`config.mk`:
```
export PLATFORM = sky130hd
export DESIGN_NAME = z80_bus_responder
export DESIGN_NICKNAME = d
export VERILOG_FILES = /design/src/rtl/z80_bus_pkg.sv /design/src/rtl/z80_cycle_decode.sv /design/src/rtl/z80_bus_responder.sv
export SDC_FILE = /design/constraint.sdc
export NUM_CORES = 1
export LEC_CHECK = 0
export CAP_MARGIN = 5
export CORE_MARGIN = 4
export CORE_UTILIZATION = 34
export CTS_CLUSTER_SIZE = 28
export DETAILED_ROUTE_END_ITERATION = 8
export MAX_ROUTING_LAYER = met4
export PLACE_DENSITY_LB_ADDON = 0.25
export SETUP_SLACK_MARGIN = 0.5
export SYNTH_ARGS = -nofsm -noshare
export SYNTH_HDL_FRONTEND = slang
export SYNTH_HIERARCHICAL = 1
export SYNTH_SLANG_ARGS = --single-unit
export TNS_END_PERCENT = 20
```
`constraint.sdc`:
```
create_clock -name clk -period 6.1 [get_ports clk]
set_clock_uncertainty 0.15 [all_clocks]
set_input_delay 0.915 -clock clk [delete_from_list [all_inputs] [get_ports clk]]
set_output_delay 0.915 -clock clk [all_outputs]
set_load 0.03 [all_outputs]
```
`src/rtl/z80_bus_pkg.sv`:
```
// rtl/z80_bus_pkg.sv - shared types and constants for the Z80 bus responder
package z80_bus_pkg;

   typedef enum logic [1:0] {
      ST_IDLE = 2'd0,
      ST_REQ  = 2'd1,
      ST_HOLD = 2'd2
   } bus_state_e;

   typedef enum logic [2:0] {
      CLS_NONE    = 3'd0,
      CLS_MEMRD   = 3'd1,
      CLS_MEMWR   = 3'd2,
      CLS_IORD    = 3'd3,
      CLS_IOWR    = 3'd4,
      CLS_INTA    = 3'd5,
      CLS_REFRESH = 3'd6
   } cycle_cls_e;

   // di value after reset, and the value a CPU sees from an undriven bus
   localparam logic [7:0] DI_RESET = 8'h00;
   localparam logic [7:0] DI_FLOAT = 8'hFF;

   function automatic logic cls_is_io(input cycle_cls_e c);
      return (c == CLS_IORD) || (c == CLS_IOWR);
   endfunction

   function automatic logic cls_is_write(input cycle_cls_e c);
      return (c == CLS_MEMWR) || (c == CLS_IOWR);
   endfunction

endpackage

```
`src/rtl/z80_cycle_decode.sv`:
```
// rtl/z80_cycle_decode.sv - classifies the Z80 bus strobes into one cycle class
module z80_cycle_decode
   import z80_bus_pkg::*;
(
   input  logic       m1_n,
   input  logic       mreq_n,
   input  logic       iorq_n,
   input  logic       rd_n,
   input  logic       wr_n,
   input  logic       rfsh_n,
   output cycle_cls_e cls
);

   // First matching class wins; refresh is excluded from MEMRD so an M1
   // refresh slot never looks like a memory read.
   always_comb begin
      cls = CLS_NONE;
      if (!mreq_n && !rd_n && rfsh_n) begin
         cls = CLS_MEMRD;
      end else if (!mreq_n && !wr_n) begin
         cls = CLS_MEMWR;
      end else if (!iorq_n && !rd_n && m1_n) begin
         cls = CLS_IORD;
      end else if (!iorq_n && !wr_n) begin
         cls = CLS_IOWR;
      end else if (!iorq_n && !m1_n) begin
         cls = CLS_INTA;
      end else if (!rfsh_n) begin
         cls = CLS_REFRESH;
      end
   end

endmodule

```
`src/rtl/z80_bus_responder.sv`:
```
// rtl/z80_bus_responder.sv - bridges Z80 bus cycles to a request/ack backing store
module z80_bus_responder
   import z80_bus_pkg::*;
#(
   parameter logic [7:0]  INT_VECTOR = 8'hFF,
   parameter int unsigned TIMEOUT    = 16,
   parameter int unsigned IO_ENABLE  = 1
) (
   input  logic        clk,
   input  logic        reset,
   input  logic [15:0] A,
   input  logic [7:0]  dout,
   input  logic        m1_n,
   input  logic        mreq_n,
   input  logic        iorq_n,
   input  logic        rd_n,
   input  logic        wr_n,
   input  logic        rfsh_n,
   output logic [7:0]  di,
   output logic        wait_n,
   output logic        bk_req,
   output logic        bk_we,
   output logic        bk_io,
   output logic [15:0] bk_addr,
   output logic [7:0]  bk_wdata,
   input  logic        bk_ack,
   input  logic [7:0]  bk_rdata,
   output logic        bus_err
);

   localparam int unsigned      CNT_W     = $clog2(TIMEOUT + 1);
   localparam logic [CNT_W-1:0] CNT_LIMIT = CNT_W'(TIMEOUT);
   localparam logic             IO_EN     = (IO_ENABLE != 0);

   cycle_cls_e       cls;
   bus_state_e       state_q, state_d;
   logic [CNT_W-1:0] cnt_q, cnt_d;
   logic             bk_we_q, bk_we_d;
   logic             bk_io_q, bk_io_d;
   logic [15:0]      bk_addr_q, bk_addr_d;
   logic [7:0]       bk_wdata_q, bk_wdata_d;
   logic [7:0]       di_q, di_d;
   logic             bus_err_q, bus_err_d;
   logic             stall;

   z80_cycle_decode u_decode (
      .m1_n   (m1_n),
      .mreq_n (mreq_n),
      .iorq_n (iorq_n),
      .rd_n   (rd_n),
      .wr_n   (wr_n),
      .rfsh_n (rfsh_n),
      .cls    (cls)
   );

   // Next-state logic: capture a bus cycle in IDLE, wait for ack or timeout
   // in REQ, then hold the result in HOLD until the CPU releases its strobes.
   always_comb begin
      state_d    = state_q;
      cnt_d      = cnt_q;
      bk_we_d    = bk_we_q;
      bk_io_d    = bk_io_q;
      bk_addr_d  = bk_addr_q;
      bk_wdata_d = bk_wdata_q;
      di_d       = di_q;
      bus_err_d  = 1'b0;
      stall      = 1'b0;
      case (state_q)
         ST_IDLE: begin
            case (cls)
               CLS_MEMRD, CLS_MEMWR, CLS_IORD, CLS_IOWR: begin
                  stall = 1'b1;
                  if (cls_is_io(cls) && !IO_EN) begin
                     // Disabled I/O: reads see a floating bus, writes vanish.
                     if (cls == CLS_IORD) begin
                        di_d = DI_FLOAT;
                     end
                     state_d = ST_HOLD;
                  end else begin
                     bk_we_d    = cls_is_write(cls);
                     bk_io_d    = cls_is_io(cls);
                     bk_addr_d  = A;
                     bk_wdata_d = dout;
                     cnt_d      = '0;
                     state_d    = ST_REQ;
                  end
               end
               CLS_INTA: begin
                  stall   = 1'b1;
                  di_d    = INT_VECTOR;
                  state_d = ST_HOLD;
               end
               default: ;
            endcase
         end
         ST_REQ: begin
            stall = 1'b1;
            if (bk_ack) begin
               if (!bk_we_q) begin
                  di_d = bk_rdata;
               end
               state_d = ST_HOLD;
            end else begin
               cnt_d = cnt_q + CNT_W'(1);
               if (cnt_d == CNT_LIMIT) begin
                  di_d      = DI_FLOAT;
                  bus_err_d = 1'b1;
                  state_d   = ST_HOLD;
               end
            end
         end
         ST_HOLD: begin
            if ((cls == CLS_NONE) || (cls == CLS_REFRESH)) begin
               state_d = ST_IDLE;
            end
         end
         default: state_d = ST_IDLE;
      endcase
   end

   // State and captured-request registers.
   always_ff @(posedge clk) begin
      if (reset) begin
         state_q    <= ST_IDLE;
         cnt_q      <= '0;
         bk_we_q    <= 1'b0;
         bk_io_q    <= 1'b0;
         bk_addr_q  <= '0;
         bk_wdata_q <= '0;
         di_q       <= DI_RESET;
         bus_err_q  <= 1'b0;
      end else begin
         state_q    <= state_d;
         cnt_q      <= cnt_d;
         bk_we_q    <= bk_we_d;
         bk_io_q    <= bk_io_d;
         bk_addr_q  <= bk_addr_d;
         bk_wdata_q <= bk_wdata_d;
         di_q       <= di_d;
         bus_err_q  <= bus_err_d;
      end
   end

   assign bk_req   = (state_q == ST_REQ);
   assign bk_we    = bk_we_q;
   assign bk_io    = bk_io_q;
   assign bk_addr  = bk_addr_q;
   assign bk_wdata = bk_wdata_q;
   assign di       = di_q;
   assign bus_err  = bus_err_q;
   assign wait_n   = ~stall;

endmodule

```
Word-level counts from Yosys, hierarchy flattened

Cells that the tools add are included.

Register bits after elaboration: 42
Output and inout port bits: 37

Add/subtract/negate cells: 1
Equality and inequality tests: 16
Multiplexer cells: 22
Bitwise gates (word level): 2
Reductions and logical operators: 25

Operators with widths:

| cell                  | number |
|---|---|
| $mux W8               | 4 |
| $mux W3               | 6 |
| $pmux W8 S2           | 1 |
| $mux W5               | 2 |
| $pmux W5 S2           | 1 |
| $eq A3 B3 Y1 const B  | 3 |
| $logic_and A1 B1 Y1   | 7 |
| $eq A3 B2 Y1 const B  | 2 |
| $mux W2               | 3 |
| $ne A3 B1 Y1 const B  | 2 |
| $pmux W2 S3           | 1 |
| $reduce_and A3 Y1     | 2 |
| $add A5 B1 Y5 const B | 1 |
| $eq A5 B5 Y1 const B  | 1 |
| $logic_not A1 Y1      | 5 |
| $reduce_or A5 Y1      | 1 |
| $ne A2 B1 Y1 const B  | 2 |
| $ne A2 B2 Y1 const B  | 2 |
| $pmux W2 S2           | 1 |
| $reduce_and A4 Y1     | 1 |
| $reduce_or A4 Y1      | 1 |
| $eq A3 B1 Y1 const B  | 1 |
| $logic_not A3 Y1      | 1 |
| $logic_or A1 B1 Y1    | 3 |
| other kinds (10)      | 12 |

Longest topological paths before layout

Gate-level depths: netlist (run 1).

Word-level depth: 12
Gate-level depth with buffers: 10
Depth with buffers taken out: 7

Hierarchy

The synthesis (run 1) kept the hierarchy.

By module, submodules not included:

| module            | instances | cells an instance | area an instance (µm²) | seq. area each (µm²) |
|---|---|---|---|---|
| z80_bus_responder | 1         | 231               | 1,785.5                | 840.8 |
| z80_cycle_decode  | 1         | 14                | 86.3                   | 0.0 |

Worst setup path after synthesis (run 1)

OpenSTA, ideal clock, no wires.

Path type: input to output
Start: input port m1_n
End: output port wait_n
Arrival: 2.083 ns
Required time: 5.035 ns
Slack: 2.952 ns
Stages on the path: 6
Cells stage by stage: and2_1 > o21bai_1 > nand3_1 > or3_1 > a21oi_1 > or2_2

Word-level cells in the longest chain between the ends: 12

RTL lines:

| element                              | line                     | RTL |
|---|---|---|
| from (decl)                          | z80_bus_responder.sv:13  | `input logic m1_n,` |
| $logic_not A1 Y1                     | z80_cycle_decode.sv:26   | `end else if (!iorq_n && !m1_n) begin` |
| $logic_and A1 B1 Y1                  | z80_cycle_decode.sv:26   |  |
| $mux W3                              | z80_cycle_decode.sv:26   |  |
| $mux W3                              | z80_cycle_decode.sv:24   | `end else if (!iorq_n && !wr_n) begin` |
| $mux W3 (*)                          | z80_cycle_decode.sv:22   | `end else if (!iorq_n && !rd_n && m1_n) begin` |
| $mux W3 (*)                          | z80_cycle_decode.sv:20   | `end else if (!mreq_n && !wr_n) begin` |
| $mux W3 (*)                          | z80_cycle_decode.sv:18   | `if (!mreq_n && !rd_n && rfsh_n) begin` |
| named net cls[1]                     | z80_bus_responder.sv:35  | `cycle_cls_e cls;` |
| $eq A3 B2 Y1 (tied with other cells) | z80_bus_responder.sv:70  | `case (cls)` |
| $reduce_or A5 Y1 (no line) (*)       | n/a                      |  |
| $mux W1 (*)                          | z80_bus_responder.sv:70  |  |
| $pmux W1 S2 (*)                      | z80_bus_responder.sv:68  | `case (state_q)` |
| $not A1 Y1 (*)                       | z80_bus_responder.sv:151 | `assign wait_n = ~stall;` |
| to (decl)                            | z80_bus_responder.sv:20  | `output logic wait_n,` |

Mark *: on every way through the listed nets, which the timed path passes. The rest lies on a longest branch.

Worst setup path in the final report (run 1)

Start: input port wr_n
End: output port wait_n

Word-level cells in the longest chain between the ends: 11

RTL lines:

| element                              | line                                           | RTL |
|---|---|---|
| from (decl)                          | z80_bus_responder.sv:17                        | `input logic wr_n,` |
| $logic_not A1 Y1 (*)                 | z80_cycle_decode.sv:20, z80_cycle_decode.sv:24 |  |
| $logic_and A1 B1 Y1                  | z80_cycle_decode.sv:24                         |  |
| $mux W3                              | z80_cycle_decode.sv:24                         |  |
| $mux W3                              | z80_cycle_decode.sv:22                         |  |
| $mux W3 (*)                          | z80_cycle_decode.sv:20                         |  |
| $mux W3 (*)                          | z80_cycle_decode.sv:18                         |  |
| named net cls[2]                     | z80_bus_responder.sv:35                        |  |
| $eq A3 B2 Y1 (tied with other cells) | z80_bus_responder.sv:70                        |  |
| $reduce_or A5 Y1 (no line) (*)       | n/a                                            |  |
| $mux W1 (*)                          | z80_bus_responder.sv:70                        |  |
| $pmux W1 S2 (*)                      | z80_bus_responder.sv:68                        |  |
| $not A1 Y1 (*)                       | z80_bus_responder.sv:151                       |  |

Marked as above.

==> PnR_summary.wiki, run 1 <==
{| class="wikitable"
! Metric !! Value
|-
| Pin count of the biggest net entering global routing || 44
|-
| Io pins || 78
|-
| Met2 wirelength from detailed routing || 2157 um
|-
| Die Span X || 82.20 um
|-
| Weighted congestion reported at the end of routability-driven placement || 0.7853
|-
| Synth warn || 6
|-
| Number of different library cells in the post-synthesis netlist || 41
|-
| Setup TNS after final layout || 0 ps
|-
| Highest routed layer || met4
|-
| H-tree depth || 2
|-
| Avg Inst Size Synth || 7.640 um2
|-
| PD cells || 303.2 nW/um2
|-
| Resize count post-CTS || 0
|-
| CP endpoint kind || output pin
|-
| Max Cap Viol || 0
|-
| Setup violations, final || 0
|-
| Initial antenna violation count || 0
|-
| Post-CTS clock slew at the launch and capture registers of the worst setup and hold paths || 80 ps
|-
| Port Buf Inserts || 77
|-
| Mapped Nets || 288
|-
| Master of the slowest instance on the critical path || sky130_fd_sc_hd__clkdlybuf4s50_1
|-
| Antenna cell count || 0
|-
| Outcome || completed
|-
| Routed len/inst || 12.61 um
|-
| Minimum period implied by the final worst setup slack || 4415 ps
|-
| Critical path's most frequent cell || sky130_fd_sc_hd__clkdlybuf4s50_1
|-
| Vias in the first global route || 1642
|-
| Fin crit share || 72.38%
|-
| Synthesized flop and latch total || 42
|-
| Post-DRT Antenna Nets || 0
|-
| Relative area change from synthesis to final layout || 47.73%
|-
| Count of flip-flops with a built-in enable after synthesis || 0
|-
| Via count of the routed design || 1842
|-
| Clock sink count || 42
|-
| Tightest slew margin relative to the limit || 23.12%
|-
| Ys async rst share || 0%
|-
| CTS tree || built
|-
| Highest achievable clock rate || 226.5 MHz
|-
| Fin. max-slew vios || 0
|-
| Total Die Area || 6756 um2
|-
| CORE AREA || 5205 um2
|-
| Number of buffers on the longest clock path || 2
|-
| Class of the tightest hold or removal check || reg -> reg
|-
| Iteration count of the initial detailed-routing pass || 4
|-
| DR WL met3 || 339 um
|-
| Final count of hold timing violations || 0
|-
| DR DRC count || 0
|-
| Clock Tree Root || sky130_fd_sc_hd__clkbuf_8
|-
| Max rail drop VDD || 0.1887 mV
|-
| Path type of the worst setup path || in -> out
|-
| CP Data Required Time || 5030 ps
|-
| Clock network latency to the later pin of the worst-skew pair || 290 ps
|-
| Post CTS Setup Buffer Count || 0
|-
| Leakage power of the design || 1.052 nW
|-
| Worst Max-Slew Pin Slew || 1150 ps
|-
| Worst slack at placement || 1715 ps
|-
| Wire length on met1 || 2349 um
|-
| Vias/cell || 4.760
|-
| Critical Path Max Stage Delay || 610 ps
|-
| Startpoint type of the worst setup path || input port
|-
| Share of final-layout standard cells stronger than drive strength 1 || 5.047%
|-
| Mapped Area || 1872 um2
|-
| Global-route usage over all layers || 14.72%
|-
| Final routed wirelength across all metal layers || 4882 um
|-
| Global-route wire length before repair || 7645 um
|-
| Detailed Place HPWL || 3401 um
|-
| Share of the yosys chip area belonging to registers || 44.92%
|-
| TritonCTS buffer count || 5
|-
| Vertical die dimension || 82.20 um
|-
| Total of hold buffers inserted after clock tree synthesis || 0
|-
| Setup repair after global routing missed its margin || no
|-
| Initial drt markers || 69
|-
| Initial core utilization || 35.96%
|-
| Overflow left after global routing || 0
|-
| Post-layout worst setup margin || 1685 ps
|-
| Data arrival, critical path || 3350 ps
|-
| Critical Path, Cell by Cell || clkdlybuf4s50_1, o2bb2ai_1, a22o_1, nor2_1, or3_1, a21oi_1, or2_2, clkdlybuf4s50_1
|-
| Maximum fanout along the worst path || 9
|-
| Nets || 359
|-
| Number of instances in the synthesized netlist || 245
|-
| Rows || 26
|-
| Primary flip-flop cell chosen by synthesis mapping || sky130_fd_sc_hd__dfxtp_1
|}
-- kinds of logic (layout without fill, tap and decap cells) --
logic type,Yosys count,count (layout),synth area share (%)
AND/OR/NAND/NOR,98,98,23.53
XOR/XNOR,2,2,0.9360
flip-flops,42,42,44.92
buffers and inverters,25,97,5.749
adder cells (fa/ha/maj),2,2,1.337
AO/OA/AOI/OAI,75,75,22.93
multiplexers,1,1,0.6016
-- through the flow --
stage	hold slack [ps]	cells	total power, mW	utilization (%)	cell area [um2]
global route	322.5	387	0.8894	53.13	2765
detailed placement	296.3	379	0.6681	51.39	2675
CTS	308.7	387	0.8507	53.13	2765
floorplan	346.6	245	0.5414	-	1872
global placement	291.0	379	0.6651	51.39	2675
finish	305.0	387	0.8384	53.13	2765
-- flip-flops by register name, indices dropped and copies added, names as in the netlist --
signal / flops
bk_addr: 16
bk_io: 1
bk_wdata: 8
bk_we: 1
bus_err: 1
cnt_q: 5
di: 8
state_q: 2
-- cell usage after synthesis (2+ instances only) --
library cell / n / area, um2
sky130_fd_sc_hd__buf_2: 8 / 40.04
sky130_fd_sc_hd__nand3b_1: 2 / 15.01
sky130_fd_sc_hd__nand2_1: 55 / 206.5
sky130_fd_sc_hd__a21oi_1: 49 / 245.2
sky130_fd_sc_hd__clkbuf_1: 6 / 22.52
sky130_fd_sc_hd__o31ai_1: 2 / 15.01
sky130_fd_sc_hd__o2bb2ai_1: 2 / 17.52
sky130_fd_sc_hd__inv_1: 10 / 37.54
sky130_fd_sc_hd__nor2_1: 15 / 56.30
sky130_fd_sc_hd__nor3_1: 4 / 20.02
sky130_fd_sc_hd__dfxtp_1: 42 / 840.8
sky130_fd_sc_hd__or2_2: 2 / 12.51
sky130_fd_sc_hd__a211oi_1: 2 / 15.01
sky130_fd_sc_hd__o21ai_0: 9 / 45.04
sky130_fd_sc_hd__o21ai_1: 2 / 10.01
sky130_fd_sc_hd__nand3_1: 7 / 35.03
sky130_fd_sc_hd__or3_1: 2 / 12.51
sky130_fd_sc_hd__ha_1: 2 / 25.02
sky130_fd_sc_hd__a31oi_1: 2 / 12.51
-- path summary, 6_finish.rpt --
| kind | start | endpoint | slack (ps) | depth (start not counted) |
|---|---|---|---|---|
| max | wr_n | wait_n | 1680 | 8 |
| min | bk_addr[10] | bk_addr[10] | 300 | 2 |
| max reg2reg | state_q[1] | cnt_q[3] | 3800 | 4 |
| min reg2reg | bk_addr[10] | bk_addr[10] | 300 | 2 |
-- cell usage in the layout (no fill, tap or decap), types with 4 or more instances in the layout --
cell / netlist / routed
sky130_fd_sc_hd__nor2_1: 15 / 15
sky130_fd_sc_hd__nand3_1: 7 / 7
sky130_fd_sc_hd__nand2_1: 55 / 55
sky130_fd_sc_hd__inv_1: 10 / 10
sky130_fd_sc_hd__o21ai_0: 9 / 9
sky130_fd_sc_hd__nor3_1: 4 / 4
sky130_fd_sc_hd__clkdlybuf4s50_1: 0 / 77
sky130_fd_sc_hd__clkbuf_8: 0 / 5
sky130_fd_sc_hd__dfxtp_1: 42 / 42
sky130_fd_sc_hd__a21oi_1: 49 / 49
-- worst max-delay path: cells and delay by family --
family,cells,cell delay [ps]
AO/OA/AOI/OAI,3,410
AND/OR/NAND/NOR,3,900
buffers and inverters,2,1100
-- layout make-up --
cell class                 instances  area, um2
clock buffer                       5      68.82
clock inverter                     3      21.27
fill                             497       2440
inverter                          10      37.54
multi-input combinational        178      923.4
sequential                        42      840.8
tap                               70      87.58
timing repair buffer              79      785.8
-- layer usage --
layer,track usage [%],vias to the layer above
li1,-,979
met1,19.39,796
met5,-,-
met3,4.230,6
met2,22.04,61
met4,3.987,0
-- power breakdown --
| part | total (mW) | leakage, nW | switching (mW) | internal, mW |
|---|---|---|---|---|
| Clock | 0.178 | 0.0441 | 0.0979 | 0.0804 |
| Combinational | 0.317 | 0.663 | 0.187 | 0.130 |
| Sequential | 0.344 | 0.345 | 0.0292 | 0.314 |
Note: power is estimated with default switching activity, not from simulation.
==> run 2, diff against run 1 <==
clock period = 4.5 ns   (was 6.1 ns; I/O delays follow)
==> run 2 against run 1 <==
Register-to-register slack worse by 1400 ps. Clock power is 44% higher. Clock-buffer cell count is 1 higher. Via count is 3.3% higher. Non-clock buffer count is 2 higher. Sequential share of layout area is 0.25 points lower. Sequential power is 35% higher. Flip-flop and latch count stayed put. Power is 38% higher. Critical endpoint unchanged. Largest cell class unchanged.
==> PnR_summary.wiki, run 2 (same netlist as run 1, synthesis figures left out) <==
{| class="wikitable"
! Metric !! Value
|-
| Clock network latency to the later pin of the worst-skew pair || 290 ps (about the same)
|-
| Post-CTS clock slew at the launch and capture registers of the worst setup and hold paths || 80 ps (about the same)
|-
| Footprint of the multi-input gates || 923.4 um2 (unchanged)
|-
| Fin. max-slew vios || 0 (unchanged)
|-
| Relative area change from synthesis to final layout || 48.93%
|-
| Max rail drop VDD || 0.2204 mV (+17%)
|-
| H-tree depth || 2 (unchanged)
|-
| Clock Tree Root || sky130_fd_sc_hd__clkbuf_8
|-
| Global-route wire length before repair || 7645 um (unchanged)
|-
| PD cells || 414.6 nW/um2 (+37%)
|-
| Antenna cell count || 0 (unchanged)
|-
| Setup violations, final || 0 (unchanged)
|-
| Vias/cell || 4.892 (+2.8%)
|-
| CTS tree || built
|-
| Detailed Place HPWL || 3506 um (+3.1%)
|-
| Post-DRT Antenna Nets || 0 (unchanged)
|-
| Overflow left after global routing || 0 (unchanged)
|-
| Setup TNS after final layout || 0 ps (unchanged)
|-
| Leakage power of the design || 1.076 nW (+2.3%)
|-
| Number of buffers on the longest clock path || 2 (unchanged)
|-
| Switching Power || 426.7 uW (+36%)
|-
| CP endpoint kind || output pin
|-
| Fin crit share || 78.63%
|-
| Weighted congestion reported at the end of routability-driven placement || 0.8289 (+5.6%)
|-
| Rows || 26 (unchanged)
|-
| Path type of the worst setup path || in -> out
|-
| Total of hold buffers inserted after clock tree synthesis || 0 (unchanged)
|-
| Max Cap Viol || 0 (unchanged)
|-
| Proportion of power drawn by flip-flops and latches || 40.3% (-0.7 points)
|-
| Resize count post-CTS || 0 (unchanged)
|-
| Final routed wirelength across all metal layers || 4985 um (+2.1%)
|-
| Switching fraction of total power || 36.92% (-0.53 points)
|-
| Io pins || 78 (unchanged)
|-
| Routed len/inst || 12.81 um (+1.6%)
|-
| Nets || 361 (+0.56%)
|-
| Worst Max-Slew Pin Slew || 1247 ps (+96.96 ps)
|-
| DR DRC count || 0 (unchanged)
|-
| Area of all sequential standard cells || 840.8 um2 (unchanged)
|-
| Initial antenna violation count || 0 (unchanged)
|-
| Vertical die dimension || 82.20 um (unchanged)
|-
| Iteration count of the initial detailed-routing pass || 4 (unchanged)
|-
| Global-route usage over all layers || 14.81% (+0.087 points)
|-
| Clock sink count || 42 (unchanged)
|-
| Cell internal power dissipation || 729.1 uW (+39%)
|-
| Setup repair after global routing missed its margin || no
|-
| Number of filler cells placed in the layout || 505 (+1.6%)
|-
| CP Data Required Time || 3670 ps (-1360 ps)
|-
| Vias in the first global route || 1748 (+6.5%)
|-
| Class of the tightest hold or removal check || reg -> reg
|-
| Initial core utilization || 35.96% (unchanged)
|-
| Via count of the routed design || 1903 (+3.3%)
|-
| Part of the power in the clock network || 22.2% (+0.9 points)
|-
| Pin count of the biggest net entering global routing || 34 (-23%)
|-
| Worst hold slack after final layout || 303.0 ps (-1.991 ps)
|-
| TritonCTS buffer count || 5 (unchanged)
|-
| Outcome || completed
|-
| Initial drt markers || 130 (+88%)
|-
| Maximum fanout along the worst path || 7 (-2)
|-
| Leading cell types in the layout, fill and taps excluded || sky130_fd_sc_hd__clkdlybuf4s50_1, sky130_fd_sc_hd__nand2_1, sky130_fd_sc_hd__a21oi_1, sky130_fd_sc_hd__dfxtp_1, sky130_fd_sc_hd__nor2_1
|-
| Total Die Area || 6756 um2 (unchanged)
|-
| Post CTS Setup Buffer Count || 0 (unchanged)
|-
| Tightest slew margin relative to the limit || 16.61% (-6.5 points)
|-
| Share of final-layout standard cells stronger than drive strength 1 || 5.643% (+0.60 points)
|-
| Comb pwr share || 37.6% (-0.2 points)
|-
| Die Span X || 82.20 um (unchanged)
|-
| Highest achievable clock rate || 282.6 MHz
|-
| CORE AREA || 5205 um2 (unchanged)
|-
| Data arrival, critical path || 2710 ps (-640 ps)
|-
| Most common library cell in the layout ignoring fill and taps || sky130_fd_sc_hd__clkdlybuf4s50_1
|-
| Flip-flop count of the largest register, all copies and words added || 16 (unchanged)
|-
| Final count of hold timing violations || 0 (unchanged)
|-
| Startpoint type of the worst setup path || input port
|-
| Port Buf Inserts || 77 (unchanged)
|-
| Minimum period implied by the final worst setup slack || 3538 ps
|}
==> run 2: cell count changes in the layout (fill, tap and decap cells not counted) <==
| cell | previous run | this run |
|---|---|---|
| sky130_fd_sc_hd__clkinv_4 | 1 | 0 |
| sky130_fd_sc_hd__buf_4 | 2 | 4 |
| sky130_fd_sc_hd__dlymetal6s2s_1 | 0 | 1 |
| sky130_fd_sc_hd__clkdlybuf4s50_1 | 77 | 76 |
| sky130_fd_sc_hd__clkbuf_8 | 5 | 6 |
==> run 2: final timing paths <==
kind	startpoint	to	slack (ps)	cells past startpoint
setup reg to reg	state_q[1]	cnt_q[3]	2430	5
hold / removal	bk_addr[1]	bk_addr[1]	300	2
setup / recovery	wr_n	wait_n	960	8
hold reg to reg	bk_addr[1]	bk_addr[1]	300	2
==> run 2: stage by stage <==
stage | power, mW | util, % | setup WS (ps) | instances | cell area, um2
6_report | 1.156 | 53.56 | 961.5 | 389 | 2788
5_1_grt | 1.218 | 53.56 | 861.2 | 389 | 2788
4_1_cts | 1.167 | 53.51 | 612.0 | 389 | 2785
3_5_place_dp | 0.9110 | 51.68 | 627.5 | 381 | 2690
3_3_place_gp | 0.9067 | 51.68 | 687.9 | 381 | 2690
2_1_floorplan | 0.7339 | - | 1832 | 245 | 1872
==> run 2: area by class of cell <==
type                    count  area share [%]
clock inverters             2          0.4488
well taps                  70           3.142
repair buffers             81           28.82
inverters                  10           1.347
clock buffers               6           2.962
multi-input cells         178           33.12
flip-flops and latches     42           30.16
==> run 2: per-layer routing <==
metal,wire length (um),global-route usage (%),part of all wire (%)
met5,0,-,0
met4,59,5.316,1.2
met3,383,4.121,7.7
met2,2259,24.36,45
met1,2284,17.23,46
==> run 2: power groups by stage <==
stage	combinational (mW)	clock [mW]	sequential, mW
after floorplan	0.171	0	0.563
after global placement	0.434	0	0.473
after detailed placement	0.438	0	0.473
after CTS	0.439	0.263	0.466
after global routing	0.471	0.274	0.473
final	0.434	0.256	0.466
==> run 2: critical path: stages <==
cell                              delay [ps]
sky130_fd_sc_hd__clkdlybuf4s50_1         480
sky130_fd_sc_hd__and2_1                  170
sky130_fd_sc_hd__o21bai_1                140
sky130_fd_sc_hd__nand3_1                 240
sky130_fd_sc_hd__or3_1                   460
sky130_fd_sc_hd__a21oi_1                 140
sky130_fd_sc_hd__or2_2                   110
sky130_fd_sc_hd__dlymetal6s2s_1          300
==> edit 1: new RTL, flow settings as in run 2 <==
`bk_wdata_q` no longer has a reset.
--- a/src/rtl/z80_bus_responder.sv
+++ b/src/rtl/z80_bus_responder.sv
@@ -126,7 +126,6 @@
          bk_we_q    <= 1'b0;
          bk_io_q    <= 1'b0;
          bk_addr_q  <= '0;
-         bk_wdata_q <= '0;
          di_q       <= DI_RESET;
          bus_err_q  <= 1'b0;
       end else begin
@@ -135,10 +134,13 @@
          bk_we_q    <= bk_we_d;
          bk_io_q    <= bk_io_d;
          bk_addr_q  <= bk_addr_d;
-         bk_wdata_q <= bk_wdata_d;
          di_q       <= di_d;
          bus_err_q  <= bus_err_d;
       end
+   end
+
+   always_ff @(posedge clk) begin
+      bk_wdata_q <= bk_wdata_d;
    end
 
    assign bk_req   = (state_q == ST_REQ);
Check against the original RTL: not equivalent (Yosys sat finds a counterexample within 4 cycles, from zero or initial values and one cycle with reset high).
==> edit 1 against run 2 <==
Via count is 7.9% lower. Cell area fell by 0.63%. Area after synthesis fell by 1.8%. Sequential cell count unchanged. Hold slack improved by 2.9 ps. Power grew 4.3%. Worst setup slack gained 62 ps. Global-route usage decreased by 0.31 points. Critical path depth fell by 1. Combinational power fell by 4%. Wire length is 6.7% lower. Critical endpoint unchanged. Largest cell class is now sequential cells.
==> edit 1: results (changes against run 2) <==
Unique masters post-synth -> 40 (was 41)
largest net degree at the start of global routing -> 25 (was 34)
DPL Wire Length -> 3.35 mm (was 3.51 mm)
WP data arrival -> 2650 ps (was 2710 ps)
vias in the first global route -> 1619 (was 1748)
Inverters -> 11 (was 10)
VDD IR max -> 0.245 mV (was 0.220 mV)
Adder-Cell Fraction of Synth Area -> 1.36% (was 1.34%)
total track usage -> 14.5% (was 14.8%)
# fillers -> 492 (was 505)
Non-clock buffers, area share -> 28.5% (was 28.8%)
post-synthesis xor/xnor area fraction -> 0.953% (was 0.936%)
multiplexer area fraction after synthesis -> 0% (was 0.602%)
Multi-input comb cells -> 153 (was 178)
first-pass GRT wire length -> 7.31 mm (was 7.65 mm)
post-place instance area -> 2650 um^2 (was 2690 um^2)
Clock buf/inv share -> 4.20% (was 3.41%)
Buffers excl. clock -> 79 (was 81)
Routed WL -> 4.65 mm (was 4.99 mm)
met1 wire length -> 2.22 mm (was 2.28 mm)
ratio of cells with drive above 1 in the final layout -> 5.46% (was 5.64%)
DIE WIDTH -> 81.5 um (was 82.2 um)
post-synthesis sequential area ratio -> 50.1% (was 44.9%)
multi-input gate share of total cell area -> 29.4% (was 33.1%)
GPL Wtd Cong -> 0.768 (was 0.829)
Net Sw Frac -> 33.8% (was 36.9%)
top layer in use -> met4 (unchanged)
initial antenna violation count -> 0 (unchanged)
synth cell count leaders -> a21oi_1, nand2_1, dfxtp_1 (was nand2_1, a21oi_1, dfxtp_1)
Rel. slew slack -> 58.1% (was 16.6%)
static leakage -> 1.06 nW (was 1.08 nW)
clock buffers -> 7 (was 6)
syn_nets -> 260 (was 288)
routed via count -> 1753 (was 1903)
max FFs per register -> 16 (unchanged)
met2 routed WL -> 1.98 mm (was 2.26 mm)
met3 wire length -> 413 um (was 383 um)
status -> completed (unchanged)
register area -> 921 um^2 (was 841 um^2)
EDFF count, synth -> 8 (was 0)
DRT iter0 DRCs -> 61 (was 130)
top cells by area, synth -> dfxtp_1, edfxtp_1, a21oi_1 (was dfxtp_1, a21oi_1, nand2_1)
Synth Area in Compound Gates -> 21.0% (was 22.9%)
# nets final -> 335 (was 361)
## edit 1: cell count changes in the layout (fill, tap and decap cells not counted), sizes merged, moves of 2 or more
cell | run 2 | this run
a21oi | 49 | 42
and2 | 1 | 3
buf | 4 | 2
dfxtp | 42 | 34
edfxtp | 0 | 8
nand2 | 55 | 37
o21ai | 11 | 13
or3 | 2 | 4
## edit 1: power groups by stage
stage | Combinational [mW] | Sequential (mW) | Clock [mW]
finish | 0.417 | 0.482 | 0.307
global route | 0.449 | 0.491 | 0.338
CTS | 0.422 | 0.482 | 0.318
detailed placement | 0.421 | 0.490 | 0
global placement | 0.417 | 0.489 | 0
floorplan | 0.156 | 0.583 | 0
## edit 1: what timing repair did
item	CTS	global route
endpoints found under the setup margin	0	1
endpoints found under the hold margin	0	0
hold buffers	0	0
gates resized for setup	0	1
## edit 1: path summary, 6_finish.rpt
path / startpoint / endpoint / slack [ps] / cells after the start
min: bk_addr[8] / bk_addr[8] / 310 / 2
min reg2reg: bk_addr[8] / bk_addr[8] / 310 / 2
max: iorq_n / wait_n / 1020 / 7
max reg2reg: state_q[1] / bk_wdata[7] / 2360 / 3
## edit 1: routing by layer
metal	global-route usage, %	up-vias
li1	-	901
met1	18.4	780
met2	22.1	65
met3	4.28	7
met4	4.73	0
met5	-	-
## edit 1: per-stage QoR
stage                     setup WS, ps  cells  power, mW  hold WS, ps  utilization (%)
after CTS                          627    363       1.22          309             53.5
after global routing               879    363       1.28          327             53.6
final                             1020    363       1.21          306             53.6
after detailed placement           630    355      0.911          298             51.3
after floorplan                   1820    217      0.739          320                -
after global placement             670    355      0.907          292             51.3
## edit 1: critical path, stage by stage
cell             delay (ps)
clkdlybuf4s50_1         550
nand4bb_1               190
o221ai_1                250
or3_1                   470
a21oi_1                 130
or2_2                   110
dlymetal6s2s_1          280
==> edit 2: new RTL, settings of run 2 <==
Without the edit above. Set the parameter `TIMEOUT` to 32 (it was 16).
--- a/src/rtl/z80_bus_responder.sv
+++ b/src/rtl/z80_bus_responder.sv
@@ -3,7 +3,7 @@
    import z80_bus_pkg::*;
 #(
    parameter logic [7:0]  INT_VECTOR = 8'hFF,
-   parameter int unsigned TIMEOUT    = 16,
+   parameter int unsigned TIMEOUT    = 32,
    parameter int unsigned IO_ENABLE  = 1
 ) (
    input  logic        clk,
Formal check against the unedited RTL: no difference found for any inputs over 10 cycles, from zero or initial values and one cycle with reset high; that may be too few to reach the edited logic, so the function may still have changed.
==> edit 2 against run 2 <==
Sequential cell count rose by 1. Power rose by 0.61%. Wire length rose by 3.2%. Worst setup slack improved by 44 ps. Area after synthesis rose by 9.3%. Die area rose by 8.4%. Sequential power rose by 2%. Cell area rose by 4.5%. Largest cell class unchanged. Highest routed layer unchanged.
==> edit 2: results (changes against run 2) <==
placed cell count -> 393 (was 381)
VDD IR max -> 0.192 mV (was 0.220 mV)
status -> completed (unchanged)
top cells by area, synth -> dfxtp_1, nand2_1, a21oi_1 (was dfxtp_1, a21oi_1, nand2_1)
Global Route met1 Usage -> 18.6% (was 17.2%)
pre-CTS worst setup slack -> 640 ps (was 627 ps)
met1 wire length -> 2.55 mm (was 2.28 mm)
met3 wire length -> 334 um (was 383 um)
met2 routed WL -> 2.23 mm (was 2.26 mm)
# nets final -> 371 (was 361)
ratio of cells with drive above 1 in the final layout -> 5.78% (was 5.64%)
Worst Tran Pin Value -> 848 ps (was 1250 ps)
wire length per cell -> 12.8 um (about the same)
Multi-input comb cells -> 198 (was 178)
post-synthesis sequential area ratio -> 42.1% (was 44.9%)
first-pass GRT wire length -> 8.54 mm (was 7.65 mm)
WP data arrival -> 2670 ps (was 2710 ps)
Mapped Cells -> 258 (was 245)
M3 GR Usage -> 3.84% (was 4.12%)
register share of total power -> 40.8% (was 40.3%)
clock buffers -> 5 (was 6)
global routing usage on met2 -> 22.3% (was 24.4%)
total track usage -> 14.5% (was 14.8%)
flop and latch count out of synthesis -> 43 (was 42)
Sequential Power -> 0.475 mW (was 0.466 mW)
final core occ -> 51.3% (was 53.6%)
Worst-path clk slew -> 90 ps
static leakage -> 1.07 nW (was 1.08 nW)
synth cell count leaders -> nand2_1, dfxtp_1, a21oi_1 (was nand2_1, a21oi_1, dfxtp_1)
Inverters -> 1 (was 10)
Non-clock buffers, area share -> 27.1% (was 28.8%)
Buffers excl. clock -> 79 (was 81)
Clock buf/inv share -> 3.18% (was 3.41%)
DRT iter0 DRCs -> 66 (was 130)
post-place instance area -> 2820 um^2 (was 2690 um^2)
net switching power -> 0.436 mW (was 0.427 mW)
power density cells -> 399 nW/um^2 (was 415 nW/um^2)
# fillers -> 546 (was 505)
vias in the first global route -> 1879 (was 1748)
DPL Wire Length -> 3.51 mm (about the same)
Root Buffer -> clkbuf_8 (unchanged)
## edit 2: cell count changes in the layout (fill, tap and decap cells not counted), sizes merged, moves of 2 or more
cell,delta
a211oi,+8
a21oi,-9
a31oi,+2
and3,+2
buf,-2
inv,-8
nand2,+13
nand2b,+8
nand3,-3
o211ai,+2
o21ai,-5
xor2,+2
## edit 2: cell families after synthesis
logic type | share of synthesized area [%]
compound gates | 22.0
simple gates | 28.2
flops | 42.1
xor+xnor | 1.28
buf+inv | 5.20
fa+ha+maj | 1.22
## edit 2: worst reg2reg max path, cell delays in order (launching register included)
cell and delay (ps):
dfxtp_1 680, nor3b_4 510, o31ai_2 160, o21ai_2 350, a211oi_1 150
## edit 2: path summary, 6_finish.rpt
kind	startpoint	to	slack (ps)	depth (start not counted)
worst max-delay path	wr_n	wait_n	1010	8
worst min-delay path	bk_addr[0]	bk_addr[0]	310	2
worst max register to register	state_q[0]	di[7]	2390	4
worst min register to register	bk_addr[0]	bk_addr[0]	310	2
